### config.mk
export PLATFORM = sky130hd
export DESIGN_NAME = mdu_control
export DESIGN_NICKNAME = d
export VERILOG_FILES = /design/src/rtl/mdu_pkg.sv /design/src/rtl/mdu_datapath.sv /design/src/rtl/mdu_control.sv
export SDC_FILE = /design/constraint.sdc
export NUM_CORES = 1
export LEC_CHECK = 0
export ABC_AREA = 1
export BUFFER_PORTS_ARGS = -buffer_cell sky130_fd_sc_hd__buf_4
export CAP_MARGIN = 20
export CORE_MARGIN = 2
export CORE_UTILIZATION = 40
export DETAILED_ROUTE_END_ITERATION = 7
export PLACE_DENSITY = 0.7
export SYNTH_ARGS = -nofsm -noshare
export SYNTH_HDL_FRONTEND = slang
export SYNTH_HIERARCHICAL = 1
export SYNTH_SLANG_ARGS = --single-unit
### constraint.sdc
create_clock -name clk -period 2.7 [get_ports clk]
set_input_delay 0.135 -clock clk [delete_from_list [all_inputs] [get_ports clk]]
set_output_delay 0.135 -clock clk [all_outputs]
set_load 0.03 [all_outputs]
### src/rtl/mdu_pkg.sv
// mdu_pkg: opcode, Op_ext function codes and FSM states shared by the multiply/divide unit
package mdu_pkg;
  localparam logic [4:0] MDU_OPC  = 5'b11010;
  localparam logic [1:0] MDU_MUL  = 2'b00;
  localparam logic [1:0] MDU_MULH = 2'b01;
  localparam logic [1:0] MDU_DIV  = 2'b10;
  localparam logic [1:0] MDU_REM  = 2'b11;
  typedef enum logic [1:0] {IDLE = 2'b00, RUN = 2'b01, DONE = 2'b10} state_t;
endpackage

### src/rtl/mdu_datapath.sv
// mdu_datapath: shared {hi,lo} shift register for radix-2 shift-add multiply and restoring divide
//   clk, rst_n   clock, asynchronous active-low reset
//   load         capture a into lo, b as multiplicand/divisor, clear hi
//   step         advance one iteration
//   div          (MDU_DIV_EN only) select divide step instead of multiply step
//   a, b         operands
//   hi_nx, lo_nx register contents after the current step (product hi/lo or remainder/quotient)
// Macro MDU_DIV_EN adds the restoring-divide step.
module mdu_datapath #(parameter int WIDTH = 16) (
  input  logic             clk,
  input  logic             rst_n,
  input  logic             load,
  input  logic             step,
`ifdef MDU_DIV_EN
  input  logic             div,
`endif
  input  logic [WIDTH-1:0] a,
  input  logic [WIDTH-1:0] b,
  output logic [WIDTH-1:0] hi_nx,
  output logic [WIDTH-1:0] lo_nx
);
  logic [WIDTH-1:0] hi, lo, bq;
  logic [WIDTH:0] sum;
  assign sum = {1'b0, hi} + {1'b0, (lo[0] ? bq : {WIDTH{1'b0}})};
`ifdef MDU_DIV_EN
  // remainder stays below the divisor, so diff[WIDTH] is exactly the borrow
  logic [WIDTH:0] rem_sh, diff;
  assign rem_sh = {hi, lo[WIDTH-1]};
  assign diff = rem_sh - {1'b0, bq};
  assign hi_nx = !div ? sum[WIDTH:1] : diff[WIDTH] ? rem_sh[WIDTH-1:0] : diff[WIDTH-1:0];
  assign lo_nx = !div ? {sum[0], lo[WIDTH-1:1]} : {lo[WIDTH-2:0], !diff[WIDTH]};
`else
  assign hi_nx = sum[WIDTH:1];
  assign lo_nx = {sum[0], lo[WIDTH-1:1]};
`endif
  always_ff @(posedge clk or negedge rst_n) begin
    if (!rst_n) begin
      hi <= '0;
      lo <= '0;
      bq <= '0;
    end else if (load) begin
      hi <= '0;
      lo <= a;
      bq <= b;
    end else if (step) begin
      hi <= hi_nx;
      lo <= lo_nx;
    end
  end
endmodule

### src/rtl/mdu_control.sv
// mdu_control: iterative MUL/MULH/DIV/REM unit with op decode, pipeline stall and done handshake
//   clk, rst_n     clock, asynchronous active-low reset
//   start, flush   valid Execute instr / squash in-flight op
//   Alu_op, Op_ext opcode (11010 selects the unit) and function extension
//   a, b           operands Rs, Rt
//   stall          hold Fetch/Decode/Execute (accept cycle and RUN)
//   done           1-cycle result-valid pulse
//   result         registered result, held until the next done
//   err            1-cycle pulse for an uncompiled op
// Macro MDU_DIV_EN enables DIV/REM; without it Op_ext 1x raises err.
module mdu_control
  import mdu_pkg::*;
#(parameter int WIDTH = 16) (
  input  logic             clk,
  input  logic             rst_n,
  input  logic             start,
  input  logic             flush,
  input  logic [4:0]       Alu_op,
  input  logic [1:0]       Op_ext,
  input  logic [WIDTH-1:0] a,
  input  logic [WIDTH-1:0] b,
  output logic             stall,
  output logic             done,
  output logic [WIDTH-1:0] result,
  output logic             err
);
  localparam int CNT_W = $clog2(WIDTH + 1);
  state_t state, state_nx;
  logic [CNT_W-1:0] cnt;
  logic sel_hi, hit, legal, zdiv, accept, step, last;
  logic [WIDTH-1:0] hi_nx, lo_nx;
`ifdef MDU_DIV_EN
  logic div_q;
  assign legal = 1'b1;
  assign zdiv = Op_ext[1] && b == '0;
`else
  assign legal = Op_ext inside {MDU_MUL, MDU_MULH};
  assign zdiv = 1'b0;
`endif
  assign hit = state == IDLE && start && Alu_op == MDU_OPC && !flush;
  assign accept = hit && legal;
  assign step = state == RUN && !flush;
  assign last = step && cnt == '0;
  always_comb begin
    stall = accept || step;
    done = state == DONE && !flush;
    state_nx = state == IDLE ? (accept ? (zdiv ? DONE : RUN) : IDLE)
             : state == RUN  ? (flush ? IDLE : cnt == '0 ? DONE : RUN)
             : IDLE;
  end
  always_ff @(posedge clk or negedge rst_n) begin
    if (!rst_n) state <= IDLE;
    else state <= state_nx;
  end
  always_ff @(posedge clk or negedge rst_n) begin
    if (!rst_n) begin
      cnt <= '0;
      sel_hi <= 1'b0;
`ifdef MDU_DIV_EN
      div_q <= 1'b0;
`endif
      result <= '0;
      err <= 1'b0;
    end else begin
      err <= hit && !legal;
      if (accept) begin
        cnt <= CNT_W'(WIDTH - 1);
        sel_hi <= Op_ext inside {MDU_MULH, MDU_REM};
`ifdef MDU_DIV_EN
        div_q <= Op_ext inside {MDU_DIV, MDU_REM};
`endif
      end else if (step) begin
        cnt <= cnt - 1'b1;
      end
      // zero divisor bypasses RUN: quotient all ones, remainder is the dividend
      if (accept && zdiv) result <= Op_ext == MDU_DIV ? '1 : a;
      else if (last) result <= sel_hi ? hi_nx : lo_nx;
    end
  end
  mdu_datapath #(.WIDTH(WIDTH)) u_dp (
    .clk(clk),
    .rst_n(rst_n),
    .load(accept),
    .step(step),
`ifdef MDU_DIV_EN
    .div(div_q),
`endif
    .a(a),
    .b(b),
    .hi_nx(hi_nx),
    .lo_nx(lo_nx)
  );
endmodule

==> impl_metrics.tcl <==
set metrics [dict create \
    status "finished clean" \
    drt-initial-drc-count 107 \
    ir_worst_vdd_v 0.0003734 \
    grt_max_degree 74 \
    finalHoldViolations 0 \
    antenna_found_initial 0 \
    ant_nets 0 \
    cts_setup_buffers 0 \
    grt_pass1_wl_um 17370 \
    gp_congestion 0.9321 \
    drive_gt1_share_pct 23.08 \
    placementRows 38 \
    cp.required_ns 2.91 \
    min_period_ns 2.305 \
    first_pass_iters 4 \
    yosysTopAreaCell "dfrtp_1" \
    synthFlopType "dfrtp_1" \
    grt_usage_pct 17.49 \
    start_kind "flip-flop" \
    pre_cts_ws_ns 0.4296 \
    instances_no_fill 738 \
    core-area_mm2 0.01094 \
    post_drt_via_cell_ratio 4.860 \
    dp_hpwl_um 7593 \
    cts.sinks 73 \
    clk_latency_ns 0.33 \
    slew_headroom_pct 39.23 \
    powerDensity_mw_per_mm2 563.9 \
    dpl_cell_area_mm2 0.004952 \
    worstHoldPathCells 3 \
    synthArstFlopShare_pct 100.0 \
    period_share_pct 85.37 \
    io_buffers 61 \
    final_cell_mix "167 x nand2_1, 85 x inv_1, 73 x dfrtp_1, 64 x buf_4, 20 x nand3_1" \
    fmax_mhz 433.8 \
    syn_avg_cell_area_um2 8.289 \
    critical_path_class "flip-flop to flip-flop" \
    wl_per_cell_um 13.45 \
    hp-class "input port to flip-flop" \
    total_power_mw 2.954 \
    synth_edf_count 0 \
    clk_pin_slew_ns 0.05 \
    rsz0062_at_grt "false" \
    cts_tree "built" \
    synth_top_area_share_pct 40.29 \
    tns_ns 0 \
    fillers 1070 \
    ios 62 \
    startpoint "u_dp/lo[0]" \
    maxSlewViolCount 0 \
    cts_max_path_buffers 2 \
    r2r_cells 12 \
    finalSetupViolations 0 \
    syn-cell-area_mm2 0.004534 \
    synth_nets 608 \
    synthCells 547 \
    synth_cell_types 44 \
    numCtsBuffers 9 \
    cap_violations 0 \
    dp_cells 721 \
    worst_pin_slew_ns 0.9116 \
    ys_seq_elements 73 \
    die_x_um 110.5 \
    clock_skew_ns 0.007139 \
    r2r_start "u_dp/lo[0]" \
    gr-total-overflow 0 \
    ys_seq_area_share_pct 40.29 \
    area_growth_pct 15.54 \
    drc 0 \
    worstHoldStart "a[1]" \
    leakage_nw 2.963 \
    cts_root_buffer "clkbuf_16" \
    crit_fanout 16 \
    final_area_mm2 0.005239 \
    ys_top_cells_by_area "dfrtp_1 40%, nand2_1 14%, inv_1 7.0%" \
    n_antenna_cell 0 \
    htreeDepth 3 \
    die_h_um 110.5 \
    setup_ws_ns 0.3949 \
    routed_wl_um 9927 \
    synth_warnings 6 \
    die_area_mm2 0.01220 \
    endpoint_kind "flip-flop" \
    num_vias 3587 \
    start_util_pct 41.46 \
    arrival_ns 2.51 \
    final_nets 654 \
    final_common_cell "nand2_1" \
    grt_pass1_vias 3707 \
]
synthesized netlist by cell type (2+ instances only):
| cell | instances |
|---|---|
| o21ai_2 | 13 |
| mux2i_1 | 16 |
| nand2_2 | 10 |
| o221ai_1 | 12 |
| o211ai_1 | 2 |
| nand2_1 | 167 |
| nand3_1 | 20 |
| o21ai_0 | 8 |
| xnor2_1 | 4 |
| a21oi_1 | 10 |
| buf_6 | 4 |
| xor2_1 | 2 |
| inv_2 | 6 |
| buf_4 | 16 |
| nor3_2 | 3 |
| nand4_1 | 4 |
| and2_1 | 7 |
| nor2_8 | 3 |
| o21ai_1 | 2 |
| nor2_1 | 19 |
| clkbuf_1 | 3 |
| dfrtp_1 | 73 |
| inv_1 | 85 |
| nand3b_1 | 2 |
| nor3_1 | 2 |
| ha_1 | 17 |
| mux2_2 | 16 |
| buf_2 | 4 |
| nand3_2 | 2 |
through the flow:
step / hold WS [ns] / utilization [%]
6_report: 0.01239 / 47.91
5_1_grt: 0.01549 / 47.91
4_1_cts: 0.0003375 / 47.91
3_5_place_dp: 0.3341 / 45.29
3_3_place_gp: 0.3274 / 45.29
2_1_floorplan: -0.1606 / -
kinds of logic (layout without fill, tap and decap cells):
kind of cell             count (synthesis)  in the layout  synth area share [%]
AND/OR/NAND/NOR                        244            244                 24.53
buffers and inverters                  122            173                 12.86
flip-flops                              73             73                 40.29
AO/OA/AOI/OAI                           51             51                 8.168
multiplexers                            32             32                 7.505
adder cells (fa/ha/maj)                 18             18                 5.132
XOR/XNOR                                 7              7                 1.518
metal layers:
layer | vias to the layer above | GRT usage [%] | part of all wire [%]
li1 | 1808 | - | -
met1 | 1677 | 22.17 | 45
met2 | 86 | 28.63 | 49
met3 | 16 | 4.446 | 4.0
met4 | 0 | 6.917 | 2.1
met5 | - | 0 | 0
flip-flops by register name, indices dropped and copies added (netlist names):
name,cells
u_dp/hi,16
result,16
cnt,5
sel_hi,1
u_dp/bq,16
err,1
state,2
u_dp/lo,16
final cells by class:
class,instances,area (um^2),area share (%)
clock buffer,14,264.0,5.039
clock inverter,2,12.51,0.2388
inverter,92,345.3,6.592
multi-input combinational,352,2125,40.55
sequential,73,1827,34.87
tap,140,175.2,3.344
timing repair buffer,65,490.5,9.362
critical path, cell delays in order, from the launching register on:
cell,delay (ns)
dfrtp_1,0.34
buf_4,0.21
nand2_1,0.12
fa_1,0.45
inv_1,0.10
nand3_1,0.08
nand2_2,0.13
nand3_1,0.15
nand3_2,0.13
nand2_1,0.07
and2_1,0.17
mux2i_1,0.17
o21ai_2,0.06
repair_timing:
item                      CTS  global route
hold endpoints to repair   73             0
resized for setup           0             0
hold buffers                1             0
power by group:
| part | leakage, nW | switching (mW) | internal, mW |
|---|---|---|---|
| clock | 0.133 | 0.430 | 0.671 |
| combinational | 1.88 | 0.316 | 0.242 |
| sequential | 0.953 | 0.0811 | 1.21 |
path summary, 6_finish.rpt:
check                      slack [ns]           to
min in group asynchronous        0.48    result[3]
max                              0.39   result[11]
max in group asynchronous        1.64  u_dp/bq[12]
max reg2reg                      0.39   result[11]
min                              0.01   u_dp/lo[1]
min reg2reg                      0.48    result[2]
Note: power is estimated with default switching activity, not from simulation.
